[config.mk]
export PLATFORM = sky130hd
export DESIGN_NAME = mul_unit
export DESIGN_NICKNAME = d
export VERILOG_FILES = /design/src/rtl/mul_unit.sv
export SDC_FILE = /design/constraint.sdc
export NUM_CORES = 1
export LEC_CHECK = 0
export BUFFER_PORTS_ARGS = -buffer_cell sky130_fd_sc_hd__clkbuf_2
export CORE_MARGIN = 4
export CORE_UTILIZATION = 30
export DETAILED_ROUTE_END_ITERATION = 10
export REMOVE_ABC_BUFFERS = 1
export SETUP_SLACK_MARGIN = 0.5
export SKIP_CTS_REPAIR_TIMING = 1
export SLEW_MARGIN = 20
export SYNTH_ARGS = -nofsm -noshare
export SYNTH_HDL_FRONTEND = slang
export SYNTH_SLANG_ARGS = --single-unit
export TNS_END_PERCENT = 5
[constraint.sdc]
create_clock -name clk -period 25.3 [get_ports clk]
set_clock_uncertainty 0.15 [all_clocks]
set_input_delay 1.265 -clock clk [delete_from_list [all_inputs] [get_ports clk]]
set_output_delay 1.265 -clock clk [all_outputs]
set_load 0.005 [all_outputs]
[src/rtl/mul_unit.sv]
// Iterative N-bit unsigned shift-add multiplier (MUL low half / UMULH high half) with regfile write-back.
// Latency N cycles from accept to the one-cycle done pulse; start is ignored while busy, except in DONE where it chains a new op.
module mul_unit #(
    parameter int N = 64
) (
    input  logic         clk,
    input  logic         reset,
    input  logic         i_start,
    input  logic         i_op,
    input  logic [N-1:0] i_a,
    input  logic [N-1:0] i_b,
    input  logic [4:0]   i_rd,
    output logic         o_busy,
    output logic         o_done,
    output logic [N-1:0] o_result,
    output logic [4:0]   o_wa_out,
    output logic         o_we_out
);
    localparam int CW = $clog2(N);

    typedef enum logic [1:0] {S_IDLE, S_RUN, S_DONE} state_t;

    state_t         r_state;
    logic [2*N-1:0] r_p;
    logic [N-1:0]   r_mcand;
    logic           r_op;
    logic [4:0]     r_rd;
    logic [CW-1:0]  r_cnt;
    logic           r_busy;
    logic           r_done;
    logic           r_we;
    logic [N-1:0]   r_result;
    logic [4:0]     r_wa;

    logic [N:0]     w_sum;
    logic [2*N-1:0] w_p_next;
    logic           w_last;
    logic           w_accept;

    // Carry out of the add lands in the top product bit after the shift.
    assign w_sum    = {1'b0, r_p[2*N-1:N]} + {1'b0, (r_p[0] ? r_mcand : {N{1'b0}})};
    assign w_p_next = {w_sum, r_p[N-1:1]};
    assign w_last   = (r_cnt == CW'(N-1));
    // Accepting in DONE keeps the initiation interval at N+1 for back-to-back issue.
    assign w_accept = i_start && ((r_state == S_IDLE) || (r_state == S_DONE));

    always_ff @(posedge clk or posedge reset) begin
        if (reset) begin
            r_state  <= S_IDLE;
            r_p      <= '0;
            r_mcand  <= '0;
            r_op     <= 1'b0;
            r_rd     <= '0;
            r_cnt    <= '0;
            r_busy   <= 1'b0;
            r_done   <= 1'b0;
            r_we     <= 1'b0;
            r_result <= '0;
            r_wa     <= '0;
        end else begin
            r_done <= 1'b0;
            r_we   <= 1'b0;
            if (w_accept) begin
                r_mcand <= i_a;
                r_op    <= i_op;
                r_rd    <= i_rd;
                r_p     <= {{N{1'b0}}, i_b};
                r_cnt   <= '0;
                r_busy  <= 1'b1;
                r_state <= S_RUN;
            end else begin
                case (r_state)
                    S_RUN: begin
                        r_p   <= w_p_next;
                        r_cnt <= r_cnt + 1'b1;
                        if (w_last) begin
                            r_state  <= S_DONE;
                            r_done   <= 1'b1;
                            r_we     <= (r_rd != 5'd31);
                            r_wa     <= r_rd;
                            r_result <= r_op ? w_p_next[2*N-1:N] : w_p_next[N-1:0];
                        end
                    end
                    S_DONE: begin
                        r_state <= S_IDLE;
                        r_busy  <= 1'b0;
                    end
                    default: r_state <= S_IDLE;
                endcase
            end
        end
    end

    assign o_busy   = r_busy;
    assign o_done   = r_done;
    assign o_result = r_result;
    assign o_wa_out = r_wa;
    assign o_we_out = r_we;
endmodule

**Word-level counts from Yosys, hierarchy flattened**

Index checks and enable logic that the tools add are counted.

- Output and inout port bits: 72
- Input bits: 137
- Register bits: 278

- Bitwise logic cells: 1
- $add $sub $neg: 2
- Eq/ne operators: 5
- Multiplexer cells: 17
- Reduce and logical (&&, ||, !) cells: 6

Operators with widths:

| operator | count |
|---|---|
| $mux W128 | 2 |
| $mux W64 | 2 |
| $add A64 B64 Y65 | 1 |
| $mux W6 | 2 |
| $mux W1 | 8 |
| $add A6 B1 Y6 const B | 1 |
| $eq A6 B6 Y1 const B | 1 |
| $mux W2 | 3 |
| $ne A5 B5 Y1 const B | 1 |
| $reduce_bool A2 Y1 | 2 |
| $ne A3 B3 Y1 const B | 1 |
| $reduce_and A3 Y1 | 1 |
| $eq A2 B1 Y1 const B | 1 |
| $eq A2 B2 Y1 const B | 1 |
| $logic_not A2 Y1 | 1 |
| $logic_and A1 B1 Y1 | 1 |
| $logic_or A1 B1 Y1 | 1 |
| $not A1 Y1 | 1 |

**Logic depth before layout (Yosys ltp)**

Gate-level depths: netlist (run 1).

- Depth after elaboration: 5
- Gate-level depth with buffers: 16

**Least setup slack after synthesis (run 1)**

Ideal clock, no wire load.

- Path kind: flip-flop to flip-flop
- From: register r_p[0]
- To: register r_p[125]
- Buffers on the path: 2
- Clock period less this slack: 3.815 ns
- Data arrival time: 3.544 ns
- Stages on the path, launching flop included: 17
- Path slack: 21.485 ns
- Setup time: 0.122 ns
- Cell sequence: dfrtp_1 > clkbuf_1 > clkbuf_1 > and2_1 > ha_1 > inv_1 > fa_1 > nor2b_1 > o21ai_1 > a21oi_1 > o211ai_2 > a311oi_2 > o211ai_2 > a2111oi_2 > o2111ai_2 > a21o_1 > a32o_1

- Word-level cells in the longest chain between the ends: 4

Ends and longest elaborated chain:

| what | RTL line | RTL |
|---|---|---|
| from (decl) | 24 | `logic [2*N-1:0] r_p;` |
| from (signal assigned) | 67 | `r_p <= {{N{1'b0}}, i_b};` |
| from (signal assigned) | 74 | `r_p <= w_p_next;` |
| $mux W64 | 41 | `assign w_sum = {1'b0, r_p[2*N-1:N]} + {1'b0, (r_p[0] ? r_mcand : {N{1'b0}})};` |
| $add A64 B64 Y65 | 41 |  |
| $mux W128 | 72 | `case (r_state)` |
| $mux W128 | 63 | `if (w_accept) begin` |

Every way passes these cells. The select of a mux whose other input is x is not followed.
A chain may end at the register's enable or synchronous reset.

**Worst setup path after layout (run 1)**

- From: register r_p[0]
- To: register r_result[61] (netlist: o_result[61])

- Word-level cells in the longest chain between the ends: 3

Ends and longest elaborated chain:

| what | RTL line | RTL |
|---|---|---|
| $mux W64 | 41 |  |
| $add A64 B64 Y65 | 41 |  |
| $mux W64 | 81 | `r_result <= r_op ? w_p_next[2*N-1:N] : w_p_next[N-1:0];` |
| to (signal assigned) | 81 |  |
| to (decl) | 32 | `logic [N-1:0] r_result;` |

Every way passes these cells.

==> summary.md, run 1 <==
| Metric | Value |
|---|---|
| Cells after Synth | 1770 |
| Number of synthesized flops with an enable pin | 0 |
| Initial Util | 0.304 |
| Post-synthesis compound-gate area fraction | 0.199 |
| Critical Path AT | 4.85 ns |
| Fin area | 18500 um2 |
| Nets | 2121 |
| Sequential area share after synthesis | 0.446 |
| Dominant cells by area after synthesis | dfrtp_1 (45%), nand2_1 (12%), ha_1 (5.2%), o21ai_0 (3.2%), a21oi_1 (3.1%) |
| Routed vias | 13400 |
| Internal power | 1.46 mW |
| Rows | 83 |
| Clock-pin slew on the worst setup and hold paths | 0.06 ns |
| Final setup TNS | 0 ns |
| Die Ht | 236 um |
| Total die area | 55700 um2 |
| Cell variety after synth | 73 |
| Register-to-Register Path Depth | 15 |
| Critical Path Source | r_p[0]$_DFFE_PP0P_ |
| Ports | 209 |
| Synth area leader | dfrtp_1 |
| Pin count of the biggest net entering global routing | 167 |
| Largest family of logic cells by synthesized area | simple AND/OR/NAND/NOR gates |
| Final setup vio count | 0 |
| CP max stage cell | a311oi_2 |
| Drc violations | 0 |
| Synth Warn # | 0 |
| Post-synth ARST share | 1.00 |
| Area growth syn-to-layout | 18.4% |
| Non-filler cells, final | 2622 |
| Vias per cell | 5.13 |
| H-tree Lvls | 2 |
| Layout cell share with drive strength beyond 1 | 0.162 |
| Required @ worst endpoint | 25.64 ns |
| Fin. max-slew vios | 0 |
| Max Clock Freq | 221 MHz |
| Vias in the first global route | 13500 |
| Final HPWL DP | 33800 um |
| Most common cell on crit path | o211ai_2 |
| Hold WC Path Type | reg -> reg |
| Register area | 6960 um2 |
| Worst path bufs/invs | 2 |
| Clock Latency Late Sink | 0.55 ns |
| Post-synthesis mux area share | 0.0302 |
| Prevailing post-synth register cell | dfrtp_1 |
| Worst Path Max Fanout | 65 |
| Combinational Power Share | 0.491 |
| Last element of the critical path | o_result[61]$_DFFE_PP0P_ |
| Xor-xnor portion of the synthesized cell area | 0.0320 |
| CP peak stage delay | 0.51 ns |
| Min Tclk post-route | 4.52 ns |
| Leakage | 9.33 nW |
| Core ar. | 51400 um2 |
| Final Hold Viols | 0 |
| Antenna violations before repair | 4 |
| Startpoint Class | register |
| Netlist Area Pre-Place | 15600 um2 |
| Die X | 236 um |
| Clock tree sinks | 278 |
| # diodes | 0 |
| Worst setup EP type | register |
| Synth Register Bits | 278 |
| Crit Path Class | reg -> reg |
| CP delay by family, top | compound AO/OA/AOI/OAI gates |
| Routed Antenna Nets | 0 |
| Total global-route track usage | 0.171 |
| Multi-input logic area | 8150 um2 |
| Clock Root Buffer | clkbuf_16 |
| Gr ovfl total | 0 |
| Pwr dens | 138 nW/um2 |
| Actual slew at the worst max-slew pin | 1.08 ns |
| # Max-Cap Violations | 0 |
| First-pass DRT Iterations | 5 |
| Cell Count Post-Placement | 2560 |
| CTS Buf Count | 35 |
| R2r endpoint | o_result[61]$_DFFE_PP0P_ |
| RSZ-0062 raised after global routing | false |
| Flop pwr share | 0.297 |
| Post-Synth Simple-Gate Area | 0.206 |
| Synth Area in Adders | 0.0534 |
| Clk pwr share | 0.211 |
| WL/cell | 18.6 um |
| Total Routed Length | 48800 um |
| Clk buf depth | 3 |
| Initial DRC count | 937 |
| P_sw | 1.09 mW |
| Stages on worst setup path | 15 |
| Final total power | 2.55 mW |
| Port buffer count | 208 |
| Reg2Reg Setup Slack | 20.79 ns |
| Area post-placement | 17200 um2 |
| Switching part of the total | 0.427 |
| Fillers | 5247 |
| Reg2reg start | r_p[0]$_DFFE_PP0P_ |
| CTS tree | yes |
| VDD IR max | 0.0554 mV |
| First-pass GRT wire length | 77000 um |
| CP Cell Sequence | buf_4, and2_1, ha_1, inv_1, fa_1, nor2b_1, o21ai_1, a21oi_1, o211ai_2, a311oi_2, o211ai_2, a2111oi_2, o2111ai_2, a2111oi_1, nand3b_1 |
| Fin crit share | 0.178 |
| Synth top area share | 0.446 |
| Avg Inst Size Synth | 8.82 um2 |
| Status | completed |
| Max_slew headroom | 0.279 |
| GP Congestion | 0.903 |
==> synth_stat cells (7+ instances only) <==
cell type and instances:
dfrtp_1 278, and2_1 70, nor3_1 17, ha_1 65
nor2b_1 12, clkbuf_1 95, xnor2_1 34, nand3_1 23
a31oi_1 15, and3_1 31, or3_1 9, o21ai_0 100
nand4_1 16, a21oi_1 98, nor2_1 42, a22oi_1 64
xor2_1 23, buf_1 9, a22o_1 44, buf_2 7
a21o_1 37, mux2i_1 46, nand2b_1 8, o21bai_1 21
o21ai_1 9, nand2_1 483, inv_1 29
==> worst reg2reg max path: cells and delay by family, from the launching register on <==
kind | cells | cell delay (ns)
adder cells (fa/ha/maj) | 2 | 0.58
flip-flops | 1 | 0.32
AO/OA/AOI/OAI | 8 | 2.37
buffers and inverters | 2 | 0.55
AND/OR/NAND/NOR | 3 | 0.49
==> state kept, by name, summed over array words and instances, names as in the netlist <==
register and cells:
o_result 64, o_wa_out 5, o_we_out 1, o_busy 1
r_p 128, r_cnt 6, r_rd 5, r_state 2
r_op 1, o_done 1, r_mcand 64
==> power by group through the flow <==
stage | registers, mW | clock network (mW) | logic (mW)
floorplan | 0.734 | 0 | 0.931
global placement | 0.760 | 0 | 1.23
detailed placement | 0.762 | 0 | 1.25
CTS | 0.759 | 0.556 | 1.26
global route | 0.781 | 0.571 | 1.40
finish | 0.759 | 0.540 | 1.25
==> kinds of logic (layout without fill, tap and decap cells) <==
kind of cell    Yosys count  after routing
xor+xnor                 57             57
mux                      47             47
simple gates            727            727
buf+inv                 140            312
compound gates          455            455
flops                   278            278
fa+ha+maj                66             66
==> cell type report <==
class	instances	area share
clock inverter	14	0.0112
timing repair buffer	222	0.0634
sequential	278	0.377
clock buffer	47	0.0554
tap	680	0.0460
multi-input combinational	1352	0.441
inverter	29	0.00630
==> how the worst min path moves through the flow <==
stage,start,endpoint,cells past startpoint
after floorplan,r_mcand[15]$_DFFE_PP0P_,r_mcand[15]$_DFFE_PP0P_,2
after global placement,r_mcand[37]$_DFFE_PP0P_,r_mcand[37]$_DFFE_PP0P_,2
after detailed placement,r_mcand[36]$_DFFE_PP0P_,r_mcand[36]$_DFFE_PP0P_,2
after CTS,r_mcand[36]$_DFFE_PP0P_,r_mcand[36]$_DFFE_PP0P_,2
after global routing,r_mcand[32]$_DFFE_PP0P_,r_mcand[32]$_DFFE_PP0P_,2
final,r_mcand[36]$_DFFE_PP0P_,r_mcand[36]$_DFFE_PP0P_,2
==> per-layer routing <==
layer,GRT usage,part of all wire,up-vias
li1,-,-,6463
met1,0.229,0.45,6543
met2,0.274,0.46,357
met3,0.0483,0.070,67
met4,0.0464,0.023,8
met5,0,0.00094,-
==> cells in the final DEF (no fill, tap or decap), types with 4 or more instances in the layout <==
cell type and count:
o21bai_1 21, buf_4 12, xor2_1 23, o211ai_1 5
nand4_1 16, nor2b_1 10, nor3_1 17, a21o_1 37
clkbuf_1 4, a32o_1 4, bufinv_16 5, xnor2_1 34
a31oi_1 15, o21ai_0 100, ha_1 65, nor2_1 41
dfrtp_1 277, clkinv_2 5, a22o_1 44, clkbuf_2 208
a21oi_1 98, a221o_1 4, clkbuf_8 6, o21ai_1 9
and2_1 70, mux2i_1 46, nand2b_1 7, clkbuf_16 37
o31ai_1 6, inv_1 28, and3_1 31, a22oi_1 64
a211oi_1 4, or3_1 9, nand3_1 22, nand2_1 483
==> through the flow <==
| step | setup WS, ns | hold WS [ns] | util |
|---|---|---|---|
| 3_5_place_dp | 20.77 | 0.305 | 0.335 |
| 4_1_cts | 20.77 | 0.320 | 0.359 |
| 6_report | 20.79 | 0.313 | 0.360 |
| 5_1_grt | 20.36 | 0.327 | 0.360 |
| 2_1_floorplan | 12.72 | 0.287 | - |
| 3_3_place_gp | 20.86 | 0.300 | 0.335 |
Note: power is estimated with default switching activity, not from simulation.
==> run 2: changes to the inputs <==
==> constraint.sdc (replaced) <==
create_clock -name clk -period 3.75 [get_ports clk]
set_clock_uncertainty 0.15 [all_clocks]
set_input_delay 0.1875 -clock clk [delete_from_list [all_inputs] [get_ports clk]]
set_output_delay 0.1875 -clock clk [all_outputs]
set_load 0.005 [all_outputs]
==> run 2 against run 1 <==
Effect of this change: first-iteration DRC count shrank 3.5%; routed wire length grew 7.6%; non-clock buffer count grew 244; register-to-register slack lost 21 ns; worst hold slack lost 0.15 ns; sequential share of layout area shrank 5.7 points; combinational power grew to 8.6 times the previous value; largest cell class unchanged.
==> summary.md, run 2 (synthesis results as in run 1) <==
| Metric | Value |
|---|---|
| Status | completed |
| Final setup TNS | 0 ns |
| Gr ovfl total | 0 |
| Actual slew at the worst max-slew pin | 0.992 ns |
| Commonest non-fill, non-tap cells in the layout | nand2_1 (479), dfrtp_1 (277), clkbuf_2 (208) |
| Die X | 236 um |
| P_sw | 8.25 mW |
| Min Tclk post-route | 3.63 ns |
| CP Cell Sequence | buf_12, and2_4, ha_4, nand3_2, or2_4, or4b_4, a21oi_4, o21ai_2, o2111ai_4, o211ai_4, a2111oi_4, o21ai_1, a32o_1 |
| Worst setup EP type | register |
| Total Routed Length | 52500 um |
| Clock-pin slew on the worst setup and hold paths | 0.06 ns |
| Fin. max-slew vios | 0 |
| Rows | 83 |
| Clk pwr share | 0.184 |
| CP max stage cell | or4b_4 |
| Max Clock Freq | 276 MHz |
| Reg2reg start | r_p[0]$_DFFE_PP0P_ |
| Crit Path Class | reg -> reg |
| Vias per cell | 5.03 |
| Initial DRC count | 904 |
| Combinational Power Share | 0.552 |
| CP peak stage delay | 0.55 ns |
| First-pass GRT wire length | 80500 um |
| Critical Path AT | 3.91 ns |
| Vias in the first global route | 14200 |
| Final HPWL DP | 35600 um |
| Layout cell share with drive strength beyond 1 | 0.257 |
| Routed Antenna Nets | 0 |
| Max_slew headroom | 0.338 |
| Register-to-Register Path Depth | 13 |
| Flop pwr share | 0.263 |
| First-pass DRT Iterations | 5 |
| Final Hold Viols | 0 |
| Final total power | 19.6 mW |
| Ports | 209 |
| Area growth syn-to-layout | 39.5% |
| WL/cell | 18.3 um |
| Startpoint Class | register |
| CTS Buf Count | 35 |
| Routed vias | 14400 |
| Fin area | 21800 um2 |
| Die Ht | 236 um |
| Final setup vio count | 0 |
| Clock tree sinks | 278 |
| Critical Path Source | r_p[0]$_DFFE_PP0P_ |
| Hold WC Path Type | in -> async |
| Internal power | 11.4 mW |
| CTS tree | yes |
| # Max-Cap Violations | 0 |
| Worst Path Max Fanout | 27 |
| Non-filler cells, final | 2865 |
| Total global-route track usage | 0.178 |
| Clock Root Buffer | clkbuf_16 |
| Area post-placement | 18100 um2 |
| Most common cell after layout, fill and taps aside | nand2_1 |
| GP Congestion | 0.880 |
| RSZ-0062 raised after global routing | true |
| Fin crit share | 0.967 |
| Pwr dens | 902 nW/um2 |
| Drc violations | 0 |
| Switching part of the total | 0.420 |
| VDD IR max | 0.339 mV |
| Core ar. | 51400 um2 |
| Clock Latency Late Sink | 0.55 ns |
| Leakage | 10.5 nW |
| Largest register FFs | 128 |
| H-tree Lvls | 2 |
| Antenna violations before repair | 3 |
| Initial Util | 0.304 |
| Pin count of the biggest net entering global routing | 137 |
| Clk buf depth | 3 |
| Port buffer count | 208 |
| Total die area | 55700 um2 |
| Nets | 2365 |
| Required @ worst endpoint | 4.03 ns |
| Cell Count Post-Placement | 2666 |
| Largest register by flop count | r_p |
-- run 2: power groups by stage --
| stage | clock network, mW | logic [mW] | registers, mW |
|---|---|---|---|
| 3_5_place_dp | 0 | 9.54 | 5.10 |
| 2_1_floorplan | 0 | 6.28 | 4.96 |
| 5_1_grt | 3.83 | 12.0 | 5.31 |
| 3_3_place_gp | 0 | 9.38 | 5.09 |
| 6_report | 3.62 | 10.8 | 5.17 |
| 4_1_cts | 3.72 | 9.59 | 5.07 |
-- run 2: worst paths after layout --
check,to,slack [ns]
setup / recovery,r_p[126]$_DFFE_PP0P_,0.12
hold / removal,o_result[2]$_DFFE_PP0P_,0.16
setup reg to reg,r_p[126]$_DFFE_PP0P_,0.12
hold reg to reg,r_mcand[36]$_DFFE_PP0P_,0.32
max in group asynchronous,o_result[42]$_DFFE_PP0P_,2.37
min in group clk,r_cnt[4]$_DFFE_PP0P_,0.20
-- run 2: critical path, delay by kind of cell (launching register included) --
family | cells | cell delay [ns]
AO/OA/AOI/OAI | 7 | 1.44
adder cells (fa/ha/maj) | 1 | 0.27
buffers and inverters | 1 | 0.17
flip-flops | 1 | 0.40
AND/OR/NAND/NOR | 4 | 1.05
-- run 2: area by class of cell --
type | instances | area [um2]
antenna | 1 | 2.50
inverter | 29 | 116
clock buffer | 47 | 1020
multi-input combinational | 1352 | 9180
fill | 4983 | 29600
tap | 680 | 851
timing repair buffer | 466 | 3430
sequential | 278 | 6960
clock inverter | 12 | 198
-- run 2: through the flow --
step                      worst slack, ns  hold WS [ns]   util
after floorplan                     -8.04         0.143      -
after global placement             -0.167         0.230  0.352
after detailed placement           -0.153         0.237  0.352
after CTS                          -0.215        -0.353  0.376
after global routing             -0.00410         0.237  0.423
final                               0.123         0.164  0.423
-- run 2: routing by layer --
| layer | GRT usage | vias up | wire [um] |
|---|---|---|---|
| li1 | - | 6946 | - |
| met1 | 0.240 | 7066 | 23800 |
| met2 | 0.285 | 317 | 24600 |
| met3 | 0.0381 | 80 | 2590 |
| met4 | 0.0618 | 4 | 1510 |
| met5 | 0 | - | 27 |
